==> src/rtl/cpu_fetch.sv <==
// Instruction fetch: reset vector, opcode and operand bytes.
// Hands a complete instruction to execute over valid/ready.
module cpu_fetch #(
  parameter logic [15:0] RESET_VEC = 16'hFFFC
) (
  input  logic        clk,
  input  logic        rst,
  output logic [15:0] mem_addr,
  output logic        mem_rd,
  input  logic        mem_rdy,
  input  logic [7:0]  mem_data,
  output logic [7:0]  IR,
  input  logic [4:0]  adr_mode,
  output logic [7:0]  op_lo,
  output logic [7:0]  op_hi,
  output logic [15:0] pc_next,
  output logic        instr_valid,
  input  logic        instr_ready,
  output logic        illegal,
  input  logic        pc_load,
  input  logic [15:0] pc_load_val
);

  localparam logic [4:0] ADR_IMM       = 5'd2;
  localparam logic [4:0] ADR_ZPG       = 5'd3;
  localparam logic [4:0] ADR_ZPG_RMW   = 5'd4;
  localparam logic [4:0] ADR_ZPG_X_Y   = 5'd5;
  localparam logic [4:0] ADR_ZPG_X_RMW = 5'd6;
  localparam logic [4:0] ADR_ZPG_IND_Y = 5'd7;
  localparam logic [4:0] ADR_ABS_X_IND = 5'd8;
  localparam logic [4:0] ADR_REL       = 5'd9;
  localparam logic [4:0] ADR_STACK_BRK = 5'd10;
  localparam logic [4:0] ADR_ABS       = 5'd11;
  localparam logic [4:0] ADR_ABS_RMW   = 5'd12;
  localparam logic [4:0] ADR_ABS_X_Y   = 5'd13;
  localparam logic [4:0] ADR_ABS_X_RMW = 5'd14;
  localparam logic [4:0] ADR_ABS_JSR   = 5'd15;
  localparam logic [4:0] ADR_ABS_JMP   = 5'd16;
  localparam logic [4:0] ADR_ABS_IND   = 5'd17;
  localparam logic [4:0] ADR_INVAL     = 5'd31;

  typedef enum logic [2:0] {
    VEC_LO, VEC_HI, OPC, LEN, OPR2, HOLD
  } state_t;

  state_t      state, state_n;
  logic [15:0] pc;
  logic [1:0]  n;
  logic        rd;
  logic        redirect;
  logic        ld_vlo, ld_vhi, ld_ir;
  logic        ld_lo, ld_hi, inc;

  always_comb begin
    case (adr_mode)
      ADR_ABS, ADR_ABS_RMW, ADR_ABS_X_Y,
      ADR_ABS_X_RMW, ADR_ABS_JSR,
      ADR_ABS_JMP, ADR_ABS_IND: n = 2'd2;
      ADR_IMM, ADR_ZPG, ADR_ZPG_RMW,
      ADR_ZPG_X_Y, ADR_ZPG_X_RMW,
      ADR_ZPG_IND_Y, ADR_ABS_X_IND,
      ADR_REL, ADR_STACK_BRK: n = 2'd1;
      default: n = 2'd0;
    endcase
  end

  assign redirect = pc_load &&
    (state != VEC_LO) && (state != VEC_HI);

  always_comb begin
    state_n  = state;
    rd       = 1'b0;
    mem_addr = pc;
    ld_vlo   = 1'b0;
    ld_vhi   = 1'b0;
    ld_ir    = 1'b0;
    ld_lo    = 1'b0;
    ld_hi    = 1'b0;
    inc      = 1'b0;
    unique case (state)
      VEC_LO: begin
        rd       = 1'b1;
        mem_addr = RESET_VEC;
        if (mem_rdy) begin
          ld_vlo  = 1'b1;
          state_n = VEC_HI;
        end
      end
      VEC_HI: begin
        rd       = 1'b1;
        mem_addr = RESET_VEC + 16'd1;
        if (mem_rdy) begin
          ld_vhi  = 1'b1;
          state_n = OPC;
        end
      end
      OPC: begin
        rd = 1'b1;
        if (mem_rdy) begin
          ld_ir   = 1'b1;
          inc     = 1'b1;
          state_n = LEN;
        end
      end
      LEN: begin
        if (n == 2'd0) begin
          state_n = HOLD;
        end else begin
          rd = 1'b1;
          if (mem_rdy) begin
            ld_lo   = 1'b1;
            inc     = 1'b1;
            state_n = (n == 2'd1) ? HOLD : OPR2;
          end
        end
      end
      OPR2: begin
        rd = 1'b1;
        if (mem_rdy) begin
          ld_hi   = 1'b1;
          inc     = 1'b1;
          state_n = HOLD;
        end
      end
      HOLD: begin
        if (instr_ready) state_n = OPC;
      end
      default: state_n = VEC_LO;
    endcase
    // Redirect discards whatever byte is arriving this cycle.
    if (redirect) begin
      state_n = OPC;
      ld_ir   = 1'b0;
      ld_lo   = 1'b0;
      ld_hi   = 1'b0;
      inc     = 1'b0;
    end
  end

  always_ff @(posedge clk or posedge rst) begin
    if (rst) state <= VEC_LO;
    else     state <= state_n;
  end

  always_ff @(posedge clk or posedge rst) begin
    if (rst) begin
      pc    <= 16'h0000;
      IR    <= 8'hEA;
      op_lo <= 8'h00;
      op_hi <= 8'h00;
    end else begin
      if (ld_vlo)        pc[7:0]  <= mem_data;
      else if (ld_vhi)   pc[15:8] <= mem_data;
      else if (redirect) pc <= pc_load_val;
      else if (inc)      pc <= pc + 16'd1;
      if (ld_ir) begin
        IR    <= mem_data;
        op_lo <= 8'h00;
        op_hi <= 8'h00;
      end
      if (ld_lo) op_lo <= mem_data;
      if (ld_hi) op_hi <= mem_data;
    end
  end

  assign mem_rd      = rd & ~rst;
  assign pc_next     = pc;
  assign instr_valid = (state == HOLD);
  assign illegal     = instr_valid &&
    (adr_mode == ADR_INVAL);

endmodule

==> config.mk <==
export PLATFORM = sky130hd
export DESIGN_NAME = cpu_fetch
export DESIGN_NICKNAME = d
export VERILOG_FILES = /design/src/rtl/cpu_fetch.sv
export SDC_FILE = /design/constraint.sdc
export NUM_CORES = 1
export LEC_CHECK = 0
export ABC_AREA = 1
export CAP_MARGIN = 10
export CORE_ASPECT_RATIO = 1.2
export CORE_MARGIN = 3
export CORE_UTILIZATION = 60
export CTS_CLUSTER_SIZE = 16
export DETAILED_ROUTE_END_ITERATION = 6
export DONT_BUFFER_PORTS = 1
export MAX_ROUTING_LAYER = met4
export PLACE_DENSITY_LB_ADDON = 0.2
export SKIP_LAST_GASP = 1
export SYNTH_ARGS = -nofsm -noshare
export SYNTH_HDL_FRONTEND = slang
export SYNTH_SLANG_ARGS = --single-unit
==> constraint.sdc <==
create_clock -name clk -period 2.2 [get_ports clk]
set_clock_uncertainty 0.2 [all_clocks]
set_input_delay 0.33 -clock clk [delete_from_list [all_inputs] [get_ports clk]]
set_output_delay 0.33 -clock clk [all_outputs]
set_load 0.03 [all_outputs]
==> flow_summary.json, run 1 <==
{
  "status": "complete, no violations",
  "critical_path_class": "reg2out",
  "grt_overflow": 0,
  "dp.cells": 469,
  "grt_max_degree": 44,
  "insertion_delay_ns": 0.31,
  "path_clk_slew_ns": 0.10,
  "final_util_pct": 72.3,
  "reg2regPathDepth": 8,
  "synth_cell_types": 26,
  "finalSetupViolations": 0,
  "layout-drive-gt1-share_pct": 15.6,
  "grt_util_all_layers_pct": 31.5,
  "drc": 0,
  "syn_inst": 398,
  "io_pins": 93,
  "numPortBuffers": 0,
  "ant_nets": 0,
  "rsz0062_at_grt": "yes",
  "antenna_found_initial": 0,
  "die_h_um": 79.4,
  "period_needed_ns": 2.15,
  "vias_per_cell": 5.77,
  "end_kind": "output pin",
  "min_from": "mem_data[3]",
  "p_total_mw": 5.74,
  "first_pass_iters": 4,
  "first_global_vias": 2651,
  "hold_depth": 2,
  "synth_area_leaders": "dfrtp_1, nand2_1, o21ai_0",
  "drv_slew": 0,
  "initial_utilization_pct": 62.7,
  "hold_viol_final": 0,
  "fmax_ghz": 0.465,
  "wire_per_inst_um": 16.1,
  "hold_path_class": "in2reg",
  "synth.yosys.seq_area_share_pct": 40.2,
  "grt.met1_usage_pct": 39.4,
  "crit_path_start_kind": "flop",
  "ir_drop_mv": 1.09,
  "num_rows": 26,
  "synth_top_area_share_pct": 35.3,
  "nFillCells": 363,
  "worstMarginPinSlew_ns": 0.541,
  "period_share_pct": 97.7,
  "p_leak_nw": 1.59,
  "timing.rr.start": "state[2]",
  "cts_tree": "done",
  "finalNetCount": 464,
  "post_synth.cell_area_avg_um2": 6.77,
  "hold_end": "IR[3]",
  "critical_path_arrival_ns": 1.62,
  "use_met2_pct": 48.9,
  "cts.path.max_buffers": 2,
  "yosys_warnings": 0,
  "num_vias": 2803,
  "drt_iter0_drc": 297,
  "cts_buffers": 5,
  "cap_viol_max_count": 0,
  "die-width_um": 67.2,
  "ys_seq_elements": 43,
  "area_growth_pct": 15.4,
  "clockRootBuffer": "clkbuf_8",
  "drt_wl_total_um": 7830,
  "powerDensity_mw_per_mm2": 1850,
  "coreArea_mm2": 0.00429,
  "clock-sinks": 43,
  "fin_cells": 486,
  "grt_pass1_wl_um": 12500,
  "path_max_fanout": 13,
  "yosys.area.top_type": "dfrtp_1",
  "top_usage_layer": "met2",
  "met3_usage_pct": 7.61,
  "antenna_cells": 0,
  "rr_endpoint": "pc_next[13]",
  "dp_hpwl_um": 5730,
  "synth_nets": 433,
  "die_area_mm2": 0.00533,
  "synth_area_mm2": 0.00269,
  "routabilityCongestion": 0.973,
  "cts.htree.levels": 2,
  "r2r_setup_slack_ns": 0.18,
  "max_slew_margin_pct": 64.0,
  "worstPathRequired_ns": 1.67
}
-- per-layer routing --
| layer | vias to the layer above | routed length, um |
|---|---|---|
| met2 | 135 | 3860 |
| li1 | 1352 | - |
| met5 | - | 0 |
| met1 | 1297 | 3010 |
| met4 | 0 | 225 |
| met3 | 19 | 739 |
-- where the power goes --
group	internal [mW]	switching, mW
sequential	1.21	0.866
clock	0.236	0.323
combinational	0.945	2.16
-- state kept, by name, indices dropped and copies added (netlist names) --
name,count
IR,8
pc_next,16
state,3
op_lo,8
op_hi,8
-- through the flow --
| step | hold slack [ns] | cell area, um2 | setup WS (ns) | setup TNS [ns] |
|---|---|---|---|---|
| floorplan | 0.272 | 2690 | 0.0276 | 0 |
| global placement | 0.188 | 2900 | 0.342 | 0 |
| detailed placement | 0.205 | 2900 | 0.242 | 0 |
| CTS | 0.0169 | 3050 | 0.00823 | 0 |
| global route | 0.0212 | 3110 | -0.0245 | -0.143 |
| finish | 0.0183 | 3110 | 0.0508 | 0 |
-- repair_timing --
| action | in CTS | in global routing |
|---|---|---|
| hold buffers | 4 | 0 |
| endpoints found under the hold margin | 41 | 0 |
| pin swaps | 0 | 2 |
| gates cloned | 0 | 0 |
| gates resized for setup | 3 | 8 |
| endpoints found under the setup margin | 1 | 16 |
| setup buffers | 0 | 5 |
-- synth_stat cells (all sizes together) --
library cell,instances
nor4,1
or2,1
inv,56
a21oi,5
o21ai,59
nor3,4
ha,1
dfstp,5
dfrtp,38
nor2,24
nand2,136
nand4,16
xor2,1
clkbuf,3
o22ai,2
nand3,37
buf,7
o211ai,2
-- layout by cell type, fill, tap and decap left out, drive strengths merged --
cell type    instances
a21oi                5
buf                 30
clkbuf               5
clkinvlp             1
dfrtp               38
dfstp                5
dlygate4sd3          4
ha                   1
inv                 58
nand2              136
nand3               37
nand4               16
nor2                24
nor3                 4
nor4                 1
o211ai               2
o21ai               59
o22ai                2
or2                  1
xor2                 1
-- worst max-delay path: stages (launching register included) --
cell	delay, ns
dfrtp_1	0.49
nor2_4	0.25
clkinvlp_4	0.12
buf_4	0.20
nand2_1	0.25
-- cells by family (layout without fill, tap and decap cells) --
group,after synthesis,after routing,share of synthesized area (%)
xor+xnor,1,1,0.325
simple gates,219,219,36.4
fa+ha+maj,1,1,0.465
flops,43,43,40.2
compound gates,68,68,13.1
buf+inv,66,98,9.53
-- area by class of cell --
| type | count | area, um2 | area share, % |
|---|---|---|---|
| flip-flops and latches | 43 | 1080 | 34.9 |
| inverters | 56 | 214 | 6.89 |
| repair buffers | 34 | 265 | 8.54 |
| multi-input cells | 289 | 1380 | 44.3 |
| well taps | 56 | 70.1 | 2.26 |
| clock inverters | 3 | 26.3 | 0.846 |
| clock buffers | 5 | 68.8 | 2.22 |
-- how the worst max path moves through the flow --
stage | startpoint | endpoint | cells after the start
after floorplan | state[0] | illegal | 4
after global placement | state[2] | pc_next[3] | 8
after detailed placement | state[2] | pc_next[3] | 8
after CTS | state[2] | mem_addr[14] | 3
after global routing | state[2] | mem_addr[15] | 4
final | state[2] | mem_addr[2] | 4
Note: power is estimated with default switching activity, not from simulation.
==> run 2: changes to the inputs <==
--- a/config.mk
+++ b/config.mk
@@ -13,7 +13,6 @@
 export CTS_CLUSTER_SIZE = 16
 export DETAILED_ROUTE_END_ITERATION = 6
 export DONT_BUFFER_PORTS = 1
-export MAX_ROUTING_LAYER = met4
 export PLACE_DENSITY_LB_ADDON = 0.2
 export SKIP_LAST_GASP = 1
 export SYNTH_ARGS = -nofsm -noshare
==> run 2 against run 1 <==
  * Critical path depth unchanged
  * Non-clock buffer count is the same
  * Worst setup slack lost 0.0010 ns
  * Global-route usage down 0.91 points
  * Register-to-register slack is essentially flat
  * Combinational power barely moved
  * Sequential share of layout area stayed put
  * Via count increased by 1.4%
  * Worst hold slack lost 0.0045 ns
  * Sequential power barely moved
  * Maximum frequency about the same
  * First-iteration DRC count is 5.4% lower
==> flow_summary.json, run 2 (synthesis results as in run 1) <==
{
  "status": "complete, no violations",
  "num_rows": 26,
  "path_clk_slew_ns": 0.10,
  "p_leak_nw": 1.59,
  "reg2regPathDepth": 8,
  "r2r_setup_slack_ns": 0.19,
  "grt_util_all_layers_pct": 30.6,
  "p_total_mw": 5.74,
  "finalSetupViolations": 0,
  "dp.cells": 469,
  "antenna_cells": 0,
  "drt_wl_total_um": 7830,
  "crit_path_start_kind": "flop",
  "drt_iter0_drc": 281,
  "io_pins": 93,
  "ir_drop_mv": 1.09,
  "first_pass_iters": 5,
  "die_area_mm2": 0.00533,
  "finalNetCount": 464,
  "powerDensity_mw_per_mm2": 1850,
  "num_vias": 2841,
  "hold_depth": 2,
  "drc": 0,
  "fin_cells": 486,
  "drv_slew": 0,
  "dp_slack_ns": 0.242,
  "cts.path.max_buffers": 2,
  "antenna_found_initial": 0,
  "max_slew_margin_pct": 64.0,
  "dpl_cell_area_mm2": 0.00290,
  "largest_reg_flops": 16,
  "fin_ws_ns": 0.0498,
  "grt_pass1_wl_um": 12500,
  "wire_per_inst_um": 16.1,
  "worstMarginPinSlew_ns": 0.540,
  "layout-drive-gt1-share_pct": 15.6,
  "cts_tree": "done",
  "numPortBuffers": 0,
  "fin_area_mm2": 0.00311,
  "final_common_cell": "nand2_1",
  "area_growth_pct": 15.4,
  "cts_buffers": 5,
  "fmax_ghz": 0.465,
  "path_max_fanout": 13,
  "period_needed_ns": 2.15,
  "clock-sinks": 43,
  "end_kind": "output pin",
  "critical_path_arrival_ns": 1.62,
  "cap_viol_max_count": 0,
  "final_util_pct": 72.3,
  "die_h_um": 79.4,
  "min_from": "mem_data[3]",
  "critical_path_class": "reg2out",
  "worstPathRequired_ns": 1.67,
  "grt_max_degree": 44,
  "hold_end": "IR[3]",
  "timing.rr.start": "state[2]",
  "insertion_delay_ns": 0.31,
  "hold_viol_final": 0,
  "ant_nets": 0,
  "clockRootBuffer": "clkbuf_8",
  "dp_hpwl_um": 5730,
  "first_global_vias": 2657,
  "rr_endpoint": "pc_next[15]",
  "cts.htree.levels": 2,
  "period_share_pct": 97.7,
  "initial_utilization_pct": 62.7,
  "most-common-layout-cells": "nand2_1, inv_1, o21ai_0",
  "die-width_um": 67.2,
  "coreArea_mm2": 0.00429,
  "vias_per_cell": 5.85,
  "grt_overflow": 0,
  "rsz0062_at_grt": "yes",
  "routabilityCongestion": 0.955,
  "hold_path_class": "in2reg"
}
## run 2: cell counts in the layout (fill, tap and decap cells not counted)
No cell type changed its count.
## run 2: layout make-up
| cell class | instances | area (um2) |
|---|---|---|
| Sequential cell | 43 | 1080 |
| Fill cell | 363 | 1190 |
| Clock inverter | 3 | 26.3 |
| Tap cell | 56 | 70.1 |
| Multi-Input combinational cell | 289 | 1380 |
| Timing Repair Buffer | 34 | 265 |
| Inverter | 56 | 214 |
| Clock buffer | 5 | 68.8 |
## run 2: through the flow
step                hold slack (ns)  setup TNS (ns)
floorplan                     0.272               0
global placement              0.188               0
detailed placement            0.205               0
CTS                          0.0169               0
global route                 0.0238          -0.127
finish                       0.0138               0
## run 2: metal layers
| metal | part of all wire [%] | global-route usage, % | vias to the layer above |
|---|---|---|---|
| li1 | - | - | 1354 |
| met1 | 38 | 39.0 | 1311 |
| met2 | 49 | 48.9 | 154 |
| met3 | 9.7 | 7.75 | 22 |
| met4 | 3.1 | 12.8 | 0 |
| met5 | 0 | 0 | - |
## run 2: worst max path at each step
| stage | endpoint | slack (ns) | startpoint | depth (start not counted) |
|---|---|---|---|---|
| 4_1_cts | mem_addr[14] | 0.008 | state[2] | 3 |
| 2_1_floorplan | illegal | 0.03 | state[0] | 4 |
| 3_5_place_dp | pc_next[3] | 0.24 | state[2] | 8 |
| 3_3_place_gp | pc_next[3] | 0.34 | state[2] | 8 |
| 5_1_grt | mem_addr[15] | -0.02 | state[2] | 4 |
| 6_report | mem_addr[15] | 0.05 | state[2] | 4 |
## run 2: critical path, stage by stage, from the launching register on
cell	delay [ns]
dfrtp_1	0.49
nor2_4	0.25
clkinvlp_4	0.12
buf_4	0.20
nand2_1	0.25
## run 2: timing repair
action / 4_1_cts / 5_1_grt
hold endpoints to repair: 41 / 0
gates resized for setup: 3 / 8
hold buffers: 4 / 0
pin swaps: 0 / 2
buffers inserted: 0 / 5
endpoints found under the setup margin: 1 / 16
## run 2: power by group
| group | switching, mW | total [mW] | leakage (nW) | internal [mW] |
|---|---|---|---|---|
| Sequential | 0.868 | 2.07 | 0.542 | 1.21 |
| Combinational | 2.16 | 3.11 | 1.00 | 0.945 |
| Clock | 0.324 | 0.560 | 0.0495 | 0.236 |
| Total | 3.35 | 5.74 | 1.59 | 2.39 |
